**src/rtl/sha256_pkg.sv**
```systemverilog
// sha256_pkg: SHA-256 constants, state encoding and round helper functions
package sha256_pkg;
  typedef enum logic [1:0] {IDLE, ROUND, HOLD} state_t;
  localparam logic [255:0] IV = {32'h6a09e667, 32'hbb67ae85, 32'h3c6ef372, 32'ha54ff53a,
                                 32'h510e527f, 32'h9b05688c, 32'h1f83d9ab, 32'h5be0cd19};
  localparam logic [31:0] K [64] = '{
    32'h428a2f98, 32'h71374491, 32'hb5c0fbcf, 32'he9b5dba5, 32'h3956c25b, 32'h59f111f1, 32'h923f82a4, 32'hab1c5ed5,
    32'hd807aa98, 32'h12835b01, 32'h243185be, 32'h550c7dc3, 32'h72be5d74, 32'h80deb1fe, 32'h9bdc06a7, 32'hc19bf174,
    32'he49b69c1, 32'hefbe4786, 32'h0fc19dc6, 32'h240ca1cc, 32'h2de92c6f, 32'h4a7484aa, 32'h5cb0a9dc, 32'h76f988da,
    32'h983e5152, 32'ha831c66d, 32'hb00327c8, 32'hbf597fc7, 32'hc6e00bf3, 32'hd5a79147, 32'h06ca6351, 32'h14292967,
    32'h27b70a85, 32'h2e1b2138, 32'h4d2c6dfc, 32'h53380d13, 32'h650a7354, 32'h766a0abb, 32'h81c2c92e, 32'h92722c85,
    32'ha2bfe8a1, 32'ha81a664b, 32'hc24b8b70, 32'hc76c51a3, 32'hd192e819, 32'hd6990624, 32'hf40e3585, 32'h106aa070,
    32'h19a4c116, 32'h1e376c08, 32'h2748774c, 32'h34b0bcb5, 32'h391c0cb3, 32'h4ed8aa4a, 32'h5b9cca4f, 32'h682e6ff3,
    32'h748f82ee, 32'h78a5636f, 32'h84c87814, 32'h8cc70208, 32'h90befffa, 32'ha4506ceb, 32'hbef9a3f7, 32'hc67178f2};
  function automatic logic [31:0] rotr(input logic [31:0] x, input int unsigned n);
    return (x >> n) | (x << (32 - n));
  endfunction
  function automatic logic [31:0] sum0(input logic [31:0] x);
    return rotr(x, 2) ^ rotr(x, 13) ^ rotr(x, 22);
  endfunction
  function automatic logic [31:0] sum1(input logic [31:0] x);
    return rotr(x, 6) ^ rotr(x, 11) ^ rotr(x, 25);
  endfunction
  function automatic logic [31:0] sig0(input logic [31:0] x);
    return rotr(x, 7) ^ rotr(x, 18) ^ (x >> 3);
  endfunction
  function automatic logic [31:0] sig1(input logic [31:0] x);
    return rotr(x, 17) ^ rotr(x, 19) ^ (x >> 10);
  endfunction
  function automatic logic [31:0] ch(input logic [31:0] x, input logic [31:0] y, input logic [31:0] z);
    return (x & y) ^ (~x & z);
  endfunction
  function automatic logic [31:0] maj(input logic [31:0] x, input logic [31:0] y, input logic [31:0] z);
    return (x & y) ^ (x & z) ^ (y & z);
  endfunction
endpackage

```
**src/rtl/sha256_round_engine_if.sv**
```systemverilog
// sha256_round_engine_if: block input handshake (valid/ready, 512-bit block, 256-bit initial state)
interface sha256_round_engine_if;
  logic         block_valid;
  logic         block_ready;
  logic [511:0] block_in;
  logic [255:0] init_state;
  modport master (output block_valid, block_in, init_state, input block_ready);
  modport slave (input block_valid, block_in, init_state, output block_ready);
endinterface

```
**src/rtl/sha256_msg_window.sv**
```systemverilog
// sha256_msg_window: 16-word message schedule shift register presenting W_t on w0_o
module sha256_msg_window
  import sha256_pkg::*;
(
  input  logic         clk,
  input  logic         rst,
  input  logic         load_i,
  input  logic         shift_i,
  input  logic [511:0] block_i,
  output logic [31:0]  w0_o
);
  logic [0:15][31:0] w_q;
  logic [31:0] w_new;
  assign w_new = sig1(w_q[14]) + w_q[9] + sig0(w_q[1]) + w_q[0];
  assign w0_o = w_q[0];
  always_ff @(posedge clk) begin
    if (rst) w_q <= '0;
    else if (load_i) w_q <= block_i;
    else if (shift_i) w_q <= {w_q[1:15], w_new};
  end
endmodule

```
**src/rtl/sha256_round_engine.sv**
```systemverilog
// sha256_round_engine: 64-round SHA-256 compression, one round per clock, result held HOLD_CYCLES cycles
module sha256_round_engine
  import sha256_pkg::*;
#(
  parameter int HOLD_CYCLES = 1
) (
  input  logic                        clk,
  input  logic                        rst,
  sha256_round_engine_if.slave        blk,
  output logic [6:0]                  counter_iteration_o,
  output logic [31:0]                 a_out_o,
  output logic [31:0]                 b_out_o,
  output logic [31:0]                 c_out_o,
  output logic [31:0]                 d_out_o,
  output logic [31:0]                 e_out_o,
  output logic [31:0]                 f_out_o,
  output logic [31:0]                 g_out_o,
  output logic [31:0]                 h_out_o,
  output logic                        round_done_o
);
  state_t state_q, state_d;
  logic [6:0] cnt_q, cnt_d;
  logic [3:0] hc_q, hc_d;
  logic [7:0][31:0] s_q, s_d;
  logic load, shift, last;
  logic [31:0] w0, t1, t2;
  sha256_msg_window u_win (
    .clk(clk),
    .rst(rst),
    .load_i(load),
    .shift_i(shift),
    .block_i(blk.block_in),
    .w0_o(w0)
  );
  assign t1 = s_q[0] + sum1(s_q[3]) + ch(s_q[3], s_q[2], s_q[1]) + K[cnt_q[5:0]] + w0;
  assign t2 = sum0(s_q[7]) + maj(s_q[7], s_q[6], s_q[5]);
  assign last = hc_q == 4'(HOLD_CYCLES - 1);
  assign blk.block_ready = state_q == IDLE;
  assign round_done_o = state_q == HOLD && hc_q == '0;
  assign counter_iteration_o = cnt_q;
  assign {a_out_o, b_out_o, c_out_o, d_out_o, e_out_o, f_out_o, g_out_o, h_out_o} = s_q;
  always_comb begin
    state_d = state_q;
    cnt_d = cnt_q;
    hc_d = hc_q;
    s_d = s_q;
    load = 1'b0;
    shift = 1'b0;
    case (state_q)
      IDLE: begin
        load = blk.block_valid;
        state_d = blk.block_valid ? ROUND : IDLE;
        s_d = blk.block_valid ? blk.init_state : s_q;
        cnt_d = '0;
      end
      ROUND: begin
        shift = 1'b1;
        cnt_d = cnt_q + 7'd1;
        s_d = {t1 + t2, s_q[7:5], s_q[4] + t1, s_q[3:1]};
        state_d = cnt_q == 7'd63 ? HOLD : ROUND;
        hc_d = '0;
      end
      HOLD: begin
        state_d = last ? IDLE : HOLD;
        cnt_d = last ? '0 : cnt_q;
        hc_d = hc_q + 4'd1;
      end
      default: state_d = IDLE;
    endcase
  end
  always_ff @(posedge clk) begin
    if (rst) begin
      state_q <= IDLE;
      cnt_q <= '0;
      hc_q <= '0;
      s_q <= '0;
    end else begin
      state_q <= state_d;
      cnt_q <= cnt_d;
      hc_q <= hc_d;
      s_q <= s_d;
    end
  end
endmodule

```
**src/flat_wrapper.sv**
```systemverilog
// flat-port wrapper written by rule: the top's interface ports become plain ports
module sha256_round_engine_flat import sha256_pkg::*;
#(
  parameter int HOLD_CYCLES = 1
)
  (clk, rst, counter_iteration_o, a_out_o, b_out_o, c_out_o, d_out_o, e_out_o, f_out_o, g_out_o, h_out_o, round_done_o, blk_block_valid, blk_block_in, blk_init_state, blk_block_ready);
  sha256_round_engine_if blk_i ();
  input  logic clk;
  input  logic rst;
  output logic [6:0] counter_iteration_o;
  output logic [31:0] a_out_o;
  output logic [31:0] b_out_o;
  output logic [31:0] c_out_o;
  output logic [31:0] d_out_o;
  output logic [31:0] e_out_o;
  output logic [31:0] f_out_o;
  output logic [31:0] g_out_o;
  output logic [31:0] h_out_o;
  output logic round_done_o;
  input wire logic [$bits(blk_i.block_valid)-1:0] blk_block_valid;
  input wire logic [$bits(blk_i.block_in)-1:0] blk_block_in;
  input wire logic [$bits(blk_i.init_state)-1:0] blk_init_state;
  output wire logic [$bits(blk_i.block_ready)-1:0] blk_block_ready;
  assign blk_i.block_valid = blk_block_valid;
  assign blk_i.block_in = blk_block_in;
  assign blk_i.init_state = blk_init_state;
  assign blk_block_ready = blk_i.block_ready;
  sha256_round_engine #(.HOLD_CYCLES(HOLD_CYCLES)) u_core (.clk(clk), .rst(rst), .blk(blk_i), .counter_iteration_o(counter_iteration_o), .a_out_o(a_out_o), .b_out_o(b_out_o), .c_out_o(c_out_o), .d_out_o(d_out_o), .e_out_o(e_out_o), .f_out_o(f_out_o), .g_out_o(g_out_o), .h_out_o(h_out_o), .round_done_o(round_done_o));
endmodule
```
**config.mk**
```make
export PLATFORM = sky130hd
export DESIGN_NAME = sha256_round_engine_flat
export DESIGN_NICKNAME = d
export VERILOG_FILES = /design/src/rtl/sha256_pkg.sv /design/src/rtl/sha256_round_engine_if.sv /design/src/rtl/sha256_msg_window.sv /design/src/rtl/sha256_round_engine.sv /design/src/flat_wrapper.sv
export SDC_FILE = /design/constraint.sdc
export NUM_CORES = 2
export LEC_CHECK = 0
export ABC_CLOCK_PERIOD_IN_PS = 11800
export CAP_MARGIN = 10
export CORE_AREA = 4 4 403 405
export CTS_CLUSTER_DIAMETER = 100
export DETAILED_ROUTE_END_ITERATION = 10
export DIE_AREA = 0 0 407 409
export DONT_BUFFER_PORTS = 1
export GPL_ROUTABILITY_DRIVEN = 1
export PLACE_DENSITY = 0.5
export SYNTH_ARGS = -nofsm -noshare
export SYNTH_HDL_FRONTEND = slang
export SYNTH_HIERARCHICAL = 1
export SYNTH_SLANG_ARGS = --single-unit
```
**constraint.sdc**
```tcl
create_clock -name clk -period 11.8 [get_ports clk]
set_clock_uncertainty 0.15 [all_clocks]
set_input_delay 2.36 -clock clk [delete_from_list [all_inputs] [get_ports clk]]
set_output_delay 2.36 -clock clk [all_outputs]
set_load 0.01 [all_outputs]
```
==> flow_summary.json <==
{
  "status": "finished with violations",
  "violations": "slew limit",
  "drtAntennaViolNets": 0,
  "fmax_mhz": 110,
  "critPathArrivalTime_ns": 9.36,
  "grt_util_all_layers": 0.290,
  "clk_latency_ns": 0.77,
  "vias": 45900,
  "grt_setup_unrepaired": "false",
  "antenna_found_initial": 56,
  "dp.cells": 8165,
  "multi_input_area_um2": 33200,
  "yosysSeqAreaShare": 0.296,
  "synth_area_leaders": "dfxtp_1, mux2i_1, nor2_1",
  "synthFlopType": "dfxtp_1",
  "maxSlewViolCount": 617,
  "cp_top_family": "compound AO/OA/AOI/OAI gates",
  "wirelength_um": 253000,
  "h-tree-depth": 3,
  "cts_sinks": 781,
  "worstMarginPinSlew_ns": 5.94,
  "cpMostUsedCell": "ha_1",
  "overflow": 0,
  "hold_violations": 0,
  "slew_headroom": -2.96,
  "crit_path_max_fanout": 16,
  "synth_cells": 6580,
  "synth_seq_cells": 781,
  "final_core_util": 0.362,
  "drive_gt1_frac": 0.0491,
  "holdCritPathClass": "reg2reg",
  "viasPerCell": 5.49,
  "io_buffers": 0,
  "synth_top_area_share": 0.296,
  "core_um2": 158000,
  "initial_core_util": 0.334,
  "nFillCells": 16500,
  "synthTopCellsByCount": "nor2_1, dfxtp_1, mux2i_1",
  "holdBufCountCts": 0,
  "hold_ws_ns": 0.335,
  "fin_crit_sh": 0.773,
  "layout.cells.non_filler": 8367,
  "root_buffer": "clkbuf_16",
  "grt_pass1_wl_um": 345000,
  "io_pins": 1036,
  "cp.required_ns": 12.04,
  "cts_buffers": 97,
  "dp_hpwl_um": 198000,
  "fin_setup_tns_ns": 0,
  "syn_to_final_growth_pct": 8.35,
  "max_stage_delay_ns": 0.84,
  "syn-num-nets": 7693,
  "netlist-cell-type-count": 94,
  "largest_reg_flops": 480,
  "cts_setup_buffers": 0,
  "routedWlPerCell_um": 30.3,
  "syn_area_um2": 52900,
  "dieHeight_um": 409,
  "crit_type": "reg2reg",
  "num_rows": 146,
  "synth_top_area_cell": "dfxtp_1",
  "die-area_um2": 166000,
  "drt_iter0_markers": 4322,
  "maxCapViolCount": 0,
  "async_flop_share": 0,
  "worstSetupEndpointType": "register",
  "drc": 0,
  "critPathLaunchType": "register",
  "grt_pass1_vias": 43400,
  "cts_resized": 0,
  "ys_warn_count": 6,
  "path_buf_inv": 5,
  "setup_viol": 0,
  "place_congestion": 1.02,
  "grt_max_degree": 760,
  "clk_path_buf_depth": 3,
  "ff_latch_area_um2": 15600,
  "synth_edf_count": 0,
  "tritoncts": "built",
  "avgSynthCellArea_um2": 8.03,
  "die_x_um": 407,
  "cpMaxStageDelayCell": "a2111oi_0",
  "path_clk_slew_ns": 0.06,
  "first_pass_iters": 8,
  "regMostFlops": "u_core/u_win/w_q",
  "layout_min_cycle_time_ns": 9.12,
  "finalNetCount": 7305,
  "synth.most_common_cell": "nor2_1"
}
layout by cell type (no fill, tap or decap), types with 22 or more instances in the layout:
master / instances
nand2_1: 179
a31oi_1: 34
mux2_2: 33
a21oi_1: 699
a21o_1: 93
o21a_1: 24
nor2_1: 1342
nor3_1: 68
inv_1: 447
buf_4: 79
diode_2: 26
fa_1: 189
xor2_1: 128
a211oi_1: 263
clkbuf_1: 26
clkbuf_8: 22
dfxtp_1: 777
mux2i_1: 711
ha_1: 152
nor2b_1: 23
clkbuf_16: 97
o21ai_0: 197
xnor2_1: 208
o211ai_1: 31
and3_1: 32
nand3_1: 49
area by class of cell:
type	count	share of cell area
Multi-Input combinational cell	4773	0.580
Timing Repair Buffer	85	0.0125
Antenna cell	26	0.00114
Tap cell	2072	0.0453
Inverter	454	0.0298
Clock buffer	145	0.0494
Sequential cell	781	0.273
Clock inverter	31	0.00898
kinds of logic after synthesis:
kind of cell,share of synthesized area
buffers and inverters,0.0765
adder cells (fa/ha/maj),0.108
XOR/XNOR,0.0565
AO/OA/AOI/OAI,0.180
AND/OR/NAND/NOR,0.140
multiplexers,0.144
flip-flops,0.296
per-stage QoR:
stage / setup slack [ns] / instance area [um2]
after floorplan: 3.95 / 52900
after global placement: 2.92 / 53900
after detailed placement: 2.73 / 53900
after CTS: 2.74 / 57200
after global routing: 2.17 / 57200
final: 2.68 / 57300
worst register-to-register path: cells and delay by family, from the launching register on:
kind	cells	cell delay (ns)
flops	1	0.32
fa+ha+maj	6	2.44
simple gates	5	0.91
xor+xnor	2	0.44
compound gates	12	3.28
buf+inv	5	1.32
path summary, 6_finish.rpt:
| path | slack (ns) | endpoint | startpoint | cells past startpoint |
|---|---|---|---|---|
| hold / removal | 0.33 | u_core/hc_q[3] | u_core/hc_q[3] | 2 |
| setup reg to reg | 2.68 | u_core/a_out_o[31] | u_core/counter_iteration_o[0] | 30 |
| hold reg to reg | 0.33 | u_core/hc_q[3] | u_core/hc_q[3] | 2 |
| setup / recovery | 2.68 | u_core/a_out_o[31] | u_core/counter_iteration_o[0] | 30 |
routing by layer:
layer	routed length, um	global-route usage	up-vias
met4	10000	0.107	40
met1	100000	0.346	22300
met5	302	0	-
met3	19600	0.0773	354
li1	-	-	21600
met2	123000	0.496	1600
Power is not shown: default switching activity piles up to over one toggle a cycle in this logic, so the estimate is an artifact.
